### src/rtl/shift_pipe_sched.sv
// shift_pipe_sched: shares one pipelined barrel shifter between two requesters.
// Holds a stable control word, tags issued ops, and steers results into credit FIFOs.
module shift_pipe_sched #(
    parameter int WIDTH   = 32,
    parameter int SHW     = 5,
    parameter int LAT     = 6,
    parameter int FDEPTH  = 4,
    parameter int MAXWAIT = 8
) (
    input  logic             clk,
    input  logic             rst,
    input  logic             req0_valid,
    output logic             req0_ready,
    input  logic [WIDTH-1:0] req0_data,
    input  logic [SHW-1:0]   req0_shift,
    input  logic             req0_rot,
    input  logic             req1_valid,
    output logic             req1_ready,
    input  logic [WIDTH-1:0] req1_data,
    input  logic [SHW-1:0]   req1_shift,
    input  logic             req1_rot,
    output logic [WIDTH-1:0] sh_a,
    output logic [SHW-1:0]   sh_shift,
    output logic             sh_rot,
    input  logic [WIDTH-1:0] sh_out,
    output logic             rsp0_valid,
    input  logic             rsp0_ready,
    output logic [WIDTH-1:0] rsp0_data,
    output logic             rsp1_valid,
    input  logic             rsp1_ready,
    output logic [WIDTH-1:0] rsp1_data,
    output logic             busy
);
    localparam int IW = $clog2(LAT + 1);
    localparam int PW = $clog2(FDEPTH);
    localparam int CW = $clog2(FDEPTH + 1);
    localparam int WW = $clog2(MAXWAIT);

    logic [1:0]       valid_w, rot_w, rdy_w;
    logic [WIDTH-1:0] data_w [2];
    logic [SHW-1:0]   shift_w [2];

    logic [SHW-1:0]   sh_shift_q;
    logic             sh_rot_q;
    logic [LAT-1:0]   tag_v_q, tag_id_q;
    logic [IW-1:0]    infl_q, infl_d;
    logic [IW-1:0]    infl_n_q [2];
    logic [IW-1:0]    infl_n_d [2];
    logic             rr_q;
    logic [WW-1:0]    w_q [2];
    logic [WW-1:0]    w_d [2];
    logic             drain_q, drain_d;
    logic [WIDTH-1:0] mem_q [2][FDEPTH];
    logic [PW-1:0]    wp_q [2];
    logic [PW-1:0]    rp_q [2];
    logic [CW-1:0]    cnt_q [2];
    logic [CW-1:0]    cnt_d [2];

    logic [1:0] match, credit, elig, gnt, push, pop;
    logic       gid, retire, rid, drain_eff, drain_set;

    assign valid_w    = {req1_valid, req0_valid};
    assign rot_w      = {req1_rot, req0_rot};
    assign rdy_w      = {rsp1_ready, rsp0_ready};
    assign data_w[0]  = req0_data;
    assign data_w[1]  = req1_data;
    assign shift_w[0] = req0_shift;
    assign shift_w[1] = req1_shift;

    // Eligibility, round-robin grant, wait/drain tracking and next-state counts
    always_comb begin
        drain_eff = drain_q && (infl_q != '0);
        drain_set = 1'b0;
        for (int n = 0; n < 2; n++) begin
            match[n]  = (shift_w[n] == sh_shift_q) && (rot_w[n] == sh_rot_q);
            credit[n] = (32'(cnt_q[n]) + 32'(infl_n_q[n])) < FDEPTH;
            elig[n]   = valid_w[n] && credit[n] && !drain_eff && !rst
                        && ((infl_q == '0) || match[n]);
            w_d[n]    = '0;
            if (valid_w[n] && credit[n] && !match[n] && (infl_q != '0)) begin
                if (32'(w_q[n]) == MAXWAIT - 1) begin
                    w_d[n]    = w_q[n];
                    drain_set = 1'b1;
                end else begin
                    w_d[n] = w_q[n] + WW'(1);
                end
            end
        end
        if (elig == 2'b11) gnt = rr_q ? 2'b10 : 2'b01;
        else               gnt = elig;
        gid    = gnt[1];
        retire = tag_v_q[LAT-1];
        rid    = tag_id_q[LAT-1];
        push   = retire ? (rid ? 2'b10 : 2'b01) : 2'b00;
        infl_d = infl_q + IW'(gnt != 2'b00) - IW'(retire);
        for (int n = 0; n < 2; n++) begin
            pop[n]      = (cnt_q[n] != '0) && rdy_w[n];
            infl_n_d[n] = infl_n_q[n] + IW'(gnt[n]) - IW'(push[n]);
            cnt_d[n]    = cnt_q[n] + CW'(push[n]) - CW'(pop[n]);
        end
        drain_d = (infl_q == '0) ? 1'b0 : (drain_q || drain_set);
    end

    assign req0_ready = gnt[0];
    assign req1_ready = gnt[1];
    assign sh_a       = (gnt != 2'b00) ? data_w[gid] : '0;
    assign sh_shift   = sh_shift_q;
    assign sh_rot     = sh_rot_q;
    assign rsp0_valid = cnt_q[0] != '0;
    assign rsp1_valid = cnt_q[1] != '0;
    assign rsp0_data  = mem_q[0][rp_q[0]];
    assign rsp1_data  = mem_q[1][rp_q[1]];
    assign busy       = (infl_q != '0) || rsp0_valid || rsp1_valid;

    // Control word, tag pipe, counters, arbitration and FIFO pointers
    always_ff @(posedge clk) begin
        if (rst) begin
            sh_shift_q <= '0;
            sh_rot_q   <= 1'b0;
            tag_v_q    <= '0;
            tag_id_q   <= '0;
            infl_q     <= '0;
            rr_q       <= 1'b0;
            drain_q    <= 1'b0;
            for (int n = 0; n < 2; n++) begin
                infl_n_q[n] <= '0;
                w_q[n]      <= '0;
                wp_q[n]     <= '0;
                rp_q[n]     <= '0;
                cnt_q[n]    <= '0;
            end
        end else begin
            tag_v_q  <= {tag_v_q[LAT-2:0], gnt != 2'b00};
            tag_id_q <= {tag_id_q[LAT-2:0], gid};
            infl_q   <= infl_d;
            drain_q  <= drain_d;
            if (gnt != 2'b00) rr_q <= !gid;
            if ((gnt != 2'b00) && (infl_q == '0)) begin
                sh_shift_q <= shift_w[gid];
                sh_rot_q   <= rot_w[gid];
            end
            for (int n = 0; n < 2; n++) begin
                infl_n_q[n] <= infl_n_d[n];
                w_q[n]      <= w_d[n];
                cnt_q[n]    <= cnt_d[n];
                if (push[n]) wp_q[n] <= wp_q[n] + PW'(1);
                if (pop[n])  rp_q[n] <= rp_q[n] + PW'(1);
            end
        end
    end

    // Result FIFO storage; capture the retiring shifter output
    always_ff @(posedge clk) begin
        for (int n = 0; n < 2; n++) begin
            if (push[n]) mem_q[n][wp_q[n]] <= sh_out;
        end
    end
endmodule

### config.mk
export PLATFORM = sky130hd
export DESIGN_NAME = shift_pipe_sched
export DESIGN_NICKNAME = d
export VERILOG_FILES = /design/src/rtl/shift_pipe_sched.sv
export SDC_FILE = /design/constraint.sdc
export NUM_CORES = 1
export LEC_CHECK = 0
export ABC_CLOCK_PERIOD_IN_PS = 11500
export BUFFER_PORTS_ARGS = -buffer_cell sky130_fd_sc_hd__buf_2
export CORE_ASPECT_RATIO = 0.5
export CORE_MARGIN = 2
export CORE_UTILIZATION = 50
export DETAILED_ROUTE_END_ITERATION = 16
export PLACE_DENSITY = 0.83
export SETUP_SLACK_MARGIN = 0.3
export SYNTH_ARGS = -nofsm -noshare
export SYNTH_HDL_FRONTEND = slang
export SYNTH_SLANG_ARGS = --single-unit
### constraint.sdc
create_clock -name clk -period 11.5 [get_ports clk]
set_clock_uncertainty 0.2 [all_clocks]
set_input_delay 3.45 -clock clk [delete_from_list [all_inputs] [get_ports clk]]
set_output_delay 3.45 -clock clk [all_outputs]
set_load 0.02 [all_outputs]
After elaboration in Yosys (flattened, before gate mapping)
Memories as Yosys holds them, arrays and structs flattened.
Cells that the tools add are included.
{"block": "totals", "out_inout_bits": 107, "inputBits": 114, "ff_bits": 23, "ramBits": 282, "elab_cells": 161, "memories": 6}
{"memory": "mem_q", "words": 2, "width": 128, "rd": 2, "rd_ports_with_merged_regs": 0, "write_ports": 1, "line": "53", "source": "logic [WIDTH-1:0] mem_q [2][FDEPTH];"}
{"memory": "cnt_q", "words": 2, "width": 3, "rd": 2, "rd_ports_with_merged_regs": 0, "write_ports": 2, "line": "56", "source": "logic [CW-1:0] cnt_q [2];"}
{"memory": "infl_n_q", "words": 2, "width": 3, "rd": 2, "rd_ports_with_merged_regs": 0, "write_ports": 2, "line": "47", "source": "logic [IW-1:0] infl_n_q [2];"}
{"memory": "w_q", "words": 2, "width": 3, "rd": 2, "rd_ports_with_merged_regs": 0, "write_ports": 2, "line": "50", "source": "logic [WW-1:0] w_q [2];"}
{"memory": "rp_q", "words": 2, "width": 2, "rd": 2, "rd_ports_with_merged_regs": 0, "write_ports": 2, "line": "55", "source": "logic [PW-1:0] rp_q [2];"}
{"memory": "wp_q", "words": 2, "width": 2, "rd": 2, "rd_ports_with_merged_regs": 0, "write_ports": 2, "line": "54", "source": "logic [PW-1:0] wp_q [2];"}
{"block": "op_classes", "reduce_logical": 37, "order_cmp": 10, "bitwise": 15, "mux": 61, "n_eq_ne": 7, "n_addsub": 18}
{"cell": "$mux W128", "count": 4}
{"cell": "$mux W32", "count": 10}
{"cell": "$bmux W32 S2", "count": 2}
{"cell": "$demux W32 S2", "count": 2}
{"cell": "$reduce_or A128 Y1", "count": 1}
{"cell": "$mux W3", "count": 10}
{"cell": "$mux W1", "count": 22}
{"cell": "$logic_and A1 B1 Y1", "count": 20}
{"cell": "$mux W2", "count": 8}
{"cell": "$add A3 B1 Y3", "count": 5}
{"cell": "$mux W5", "count": 3}
{"cell": "$sub A3 B1 Y3", "count": 5}
{"cell": "$ge A3 B3 Y1 const B", "count": 4}
{"cell": "$not A2 Y3", "count": 4}
{"cell": "$eq A5 B5 Y1", "count": 2}
{"cell": "$or A1 B1 Y1", "count": 10}
{"cell": "$reduce_bool A3 Y1", "count": 3}
{"cell": "$add A2 B1 Y2 const B", "count": 4}
{"cell": "$add A3 B3 Y4", "count": 2}
{"cell": "$lt A4 B3 Y1 const B", "count": 2}
{"cell": "$add A3 B1 Y3 const B", "count": 2}
{"cell": "$eq A3 B3 Y1 const B", "count": 2}
{"cell": "$lt A3 B1 Y1 const B", "count": 2}
{"cell": "$logic_not A1 Y1", "count": 5}
{"cell": "other kinds (9)", "count": 14}

Depth between registers and ports, before layout
{"block": "logic_depth", "word_depth": 13, "depth_mapped": 15, "depth_no_buf": 15}

Least setup slack after synthesis
OpenSTA, ideal clock, no wires.
{"block": "synth_path", "path_kind": "input to output", "startpoint": "input req1_shift[0]", "endpoint": "output sh_a[0]", "required_time_ps": 7850, "setup_slack_ps": 2482, "path_buffers": 2, "path_stages": 7, "arrival_ps": 5368, "path_cell_list": "xnor2_1 nand4_1 o31ai_1 o211ai_4 buf_6 buf_2 o21ai_0"}
{"block": "synth_between", "elab_chain_cells": 11, "elab_cells_between_ends": 12, "cone_classes": "eq/ne: 2; mux: 5; bitwise: 1; reduce/logical: 4"}
{"item": "start, declared", "line": "20", "source": "input logic [SHW-1:0] req1_shift,"}
{"item": "$eq A5 B5 Y1 *", "line": "75", "source": "match[n] = (shift_w[n] == sh_shift_q) && (rot_w[n] == sh_rot_q);"}
{"item": "$logic_and A1 B1 Y1 *", "line": "75"}
{"item": "$logic_or A1 B1 Y1 *", "line": "78", "source": "&& ((infl_q == '0) || match[n]);"}
{"item": "$logic_and A1 B1 Y1 *", "line": "78"}
{"item": "$eq A2 B2 Y1", "line": "89", "source": "if (elig == 2'b11) gnt = rr_q ? 2'b10 : 2'b01;"}
{"item": "$mux W2 *", "line": "89"}
{"item": "$not A1 Y2 (not written as such)", "line": "106", "source": "assign sh_a = (gnt != 2'b00) ? data_w[gid] : '0;"}
{"item": "$mux W32 (not written as such) (3 in a row)", "line": "106"}
{"item": "$mux W32 *", "line": "106"}
{"item": "end, declared", "line": "22", "source": "output logic [WIDTH-1:0] sh_a,"}
Mark *: on every way between the ends. The rest lies on a longest branch, timed or not. The select of a mux whose other input is x is not followed.

Final worst setup path
{"block": "layout_path", "startpoint": "input req0_valid", "endpoint": "output sh_a[26]"}
{"block": "layout_between", "elab_chain_cells": 11, "elab_cells_between_ends": 12, "cone_classes": "eq/ne: 1; mux: 5; bitwise: 1; reduce/logical: 5"}
{"item": "start, declared", "line": "12", "source": "input logic req0_valid,"}
{"item": "$logic_and A1 B1 Y1 * (3 in a row)", "line": "77", "source": "elig[n] = valid_w[n] && credit[n] && !drain_eff && !rst"}
{"item": "$logic_and A1 B1 Y1 *", "line": "78"}
{"item": "$eq A2 B2 Y1", "line": "89"}
{"item": "$mux W2 *", "line": "89"}
{"item": "$not A1 Y2 (not written as such)", "line": "106"}
{"item": "$mux W32 (not written as such) (3 in a row)", "line": "106"}
{"item": "$mux W32 *", "line": "106"}
Marked as above.

==> metrics.md <==
| Metric | Value |
|---|---|
| Status | completed |
| WP data required | roughly 7.9 ns |
| Pleak | between 5 and 6 nW |
| Largest net degree at the start of global routing | 54 |
| Nets | 1,060 |
| PnR worst setup slack | 1.60 ns |
| Dpl hpwl | about 16 mm |
| Clock buffer depth | 3 |
| GP Congestion | around 0.84 |
| Synthesis Warnings | 0 |
| I/O Pins | about 220 |
| Post-CTS Setup Bufs | 0 |
| First-pass GRT wire length | 40.3 mm |
| Share of layout cells above drive strength 1 | ~37% |
| Synth Cell Area | 12,200 um^2 |
| Slew margin rel. | between 10% and 20% |
| # rows | 40 |
| Area contributors post-synth | edfxtp_1 (65%), mux4_2 (12%), dfxtp_1 (6.7%) |
| Gr usage total | 20.8% |
| Min Clock Period, post-route | roughly 9.9 ns |
| Clock slew at reported path FFs | 0.06 ns |
| Iteration count of the initial detailed-routing pass | 5 |
| Number of global-route vias before repair | 7,312 |
| TNS Setup | 0 ns |
| Initial DRC count | 490 |
| CTS tree | yes |
| Yosys reg bits | 305 |
| Pre-CTS setup slack | about 1.6 ns |
| Top-area cell type share of the netlist area | 64.9% |
| Worst Setup EP | sh_a[26] |
| WHS Path Cells | 1 |
| Worst Path Arrival | 6.25 ns |
| R2r setup slk | 7.40 ns |
| Hold Crit Class | reg -> reg |
| Post-synth top area cell | edfxtp_1 |
| Max Slew Vio Count | 0 |
| Clk root buf | clkbuf_16 |
| # resized after CTS | 0 |
| CP Launch Type | input pin |
| CTS Buf Count | 27 |
| Finish-stage setup viols | 0 |
| Critical path type | in -> out |
| Max_cap viols | 0 |
| # port buffers | 220 |
| Worst skew pair latency | 0.53 ns |
| Peak VDD IR | 0.122 mV |
| Post-route DRC | 0 |
| R2R cell count | 10 |
| Mapped Cells | 691 |
| Die Width | ~230 um |
| Synth unique cells | 37 |
| Reg2reg end | infl_n_q[0][5] |
| Ys async rst share | 0% |
| Mean Syn Cell Area | approximately 18 um^2 |
| Syn Nets | 836 |
| Clk sinks | 305 |
| Filler cell count | 1,690 |
| Hold Vio Cnt, Final | 0 |
| Maximum clock rate | 101 MHz |
| Post-route ant nets | 0 |
| Final wirelength | 26.6 mm |
| Total gr overflow | 0 |
| Sequential cell area fraction in the yosys report | 71.6% |
| CP endpoint kind | primary output |
| Die Y | 115 um |
| DR vias/cell | 5.47 |
| Die area | 25,800 um^2 |
| Initial core utilization | just over 50% |
| Launch point of the worst path | req0_valid |
| Launching point of the worst reg2reg path | cnt_q[0][2] |
| Number of synthesized flops with an enable pin | 264 |
| Slew @ Worst Pin | 1.24 ns |
| Crit-path max FO | 53 |
| RSZ-0062 raised after global routing | false |
| Routed length per instance | 21.2 um |
| Via count | 6,841 |
| Post-CTS Hold Buffers | 0 |
| Main flop type after synthesis | edfxtp_1 |
| H-tree levels | 1 |
| Initial antenna violation count | 1 |
| P&R area growth vs syn | 18.7% |
| CORE AREA | 24,000 um^2 |
| Count leader, synth | edfxtp_1 |
| Commonest cells in the synthesized netlist | edfxtp_1 (264), mux4_2 (64), inv_1 (58) |
| Fin crit share | about 86% |
| Power density over the cells | approximately 210 nW/um^2 |
-- stage by stage --
step	hold WS, ns	power, mW	utilization [%]	std cells	cell area, um^2
after floorplan	0.214	1.94	-	691	12200
after CTS	0.244	3.10	60.4	1250	14500
final	0.239	3.07	60.5	1251	14500
after global placement	0.219	2.21	56.9	1201	13600
after global routing	0.255	3.21	60.5	1251	14500
after detailed placement	0.228	2.23	56.9	1201	13600
-- final cells by class --
class	count	area (um^2)	area share, %
tap	315	394	2.72
multi-input combinational	296	3120	21.6
sequential	305	8750	60.4
clock inverter	19	165	1.14
antenna	1	2.50	0.0173
clock buffer	30	687	4.74
timing repair buffer	227	1150	7.96
inverter	58	218	1.50
-- cells in the final DEF (no fill, tap or decap), drive strengths merged, types with 18 or more instances in the layout --
cell type / n
edfxtp: 264
buf: 227
mux4: 64
inv: 60
dfxtp: 41
nand3: 34
o21ai: 32
clkbuf: 30
nor2: 29
ha: 26
nor2b: 18
-- critical path, stage by stage --
cell	delay, ns
buf_2	0.08
nor4b_1	0.40
nand2_1	0.21
or3_4	0.38
o211ai_4	0.95
buf_4	0.36
nand3_1	0.11
o21ai_0	0.10
buf_2	0.19
-- metal layers --
layer | GRT usage, % | routed length, um | vias to the layer above
met2 | 38.2 | 13800 | 269
met4 | 6.40 | 795 | 0
met5 | 0 | 0 | -
li1 | - | - | 3089
met3 | 3.85 | 1720 | 40
met1 | 25.1 | 10200 | 3443
-- power breakdown --
group,internal [mW],switching [mW]
Combinational,0.364,0.532
Sequential,1.24,0.0593
Clock,0.479,0.392
-- sequential cells by signal (all words and copies together), names as in the netlist --
register and cells:
sh_rot 1, w_q 6, rr_q 1, rp_q 4
sh_shift 5, drain_q 1, infl_q 3, mem_q 256
tag_v_q 6, infl_n_q 6, tag_id_q 6, cnt_q 6
wp_q 4
-- kinds of logic after synthesis --
| family | count (synthesis) | synth area share (%) |
|---|---|---|
| buffers and inverters | 90 | 2.90 |
| adders and majority gates | 31 | 3.48 |
| xor gates and xnor gates | 26 | 1.86 |
| muxes | 74 | 12.6 |
| and+or+nand+nor | 119 | 5.16 |
| AOI/OAI and AO/OA | 46 | 2.33 |
| DFF | 305 | 71.6 |
-- worst min path at each step --
stage	startpoint	slack [ns]	endpoint
2_1_floorplan	tag_id_q[0]	0.21	tag_id_q[1]
3_3_place_gp	tag_id_q[2]	0.22	tag_id_q[3]
6_report	tag_id_q[3]	0.24	tag_id_q[4]
4_1_cts	tag_id_q[3]	0.24	tag_id_q[4]
5_1_grt	tag_id_q[3]	0.26	tag_id_q[4]
3_5_place_dp	tag_id_q[0]	0.23	tag_id_q[1]
Note: power is estimated with default switching activity, not from simulation.
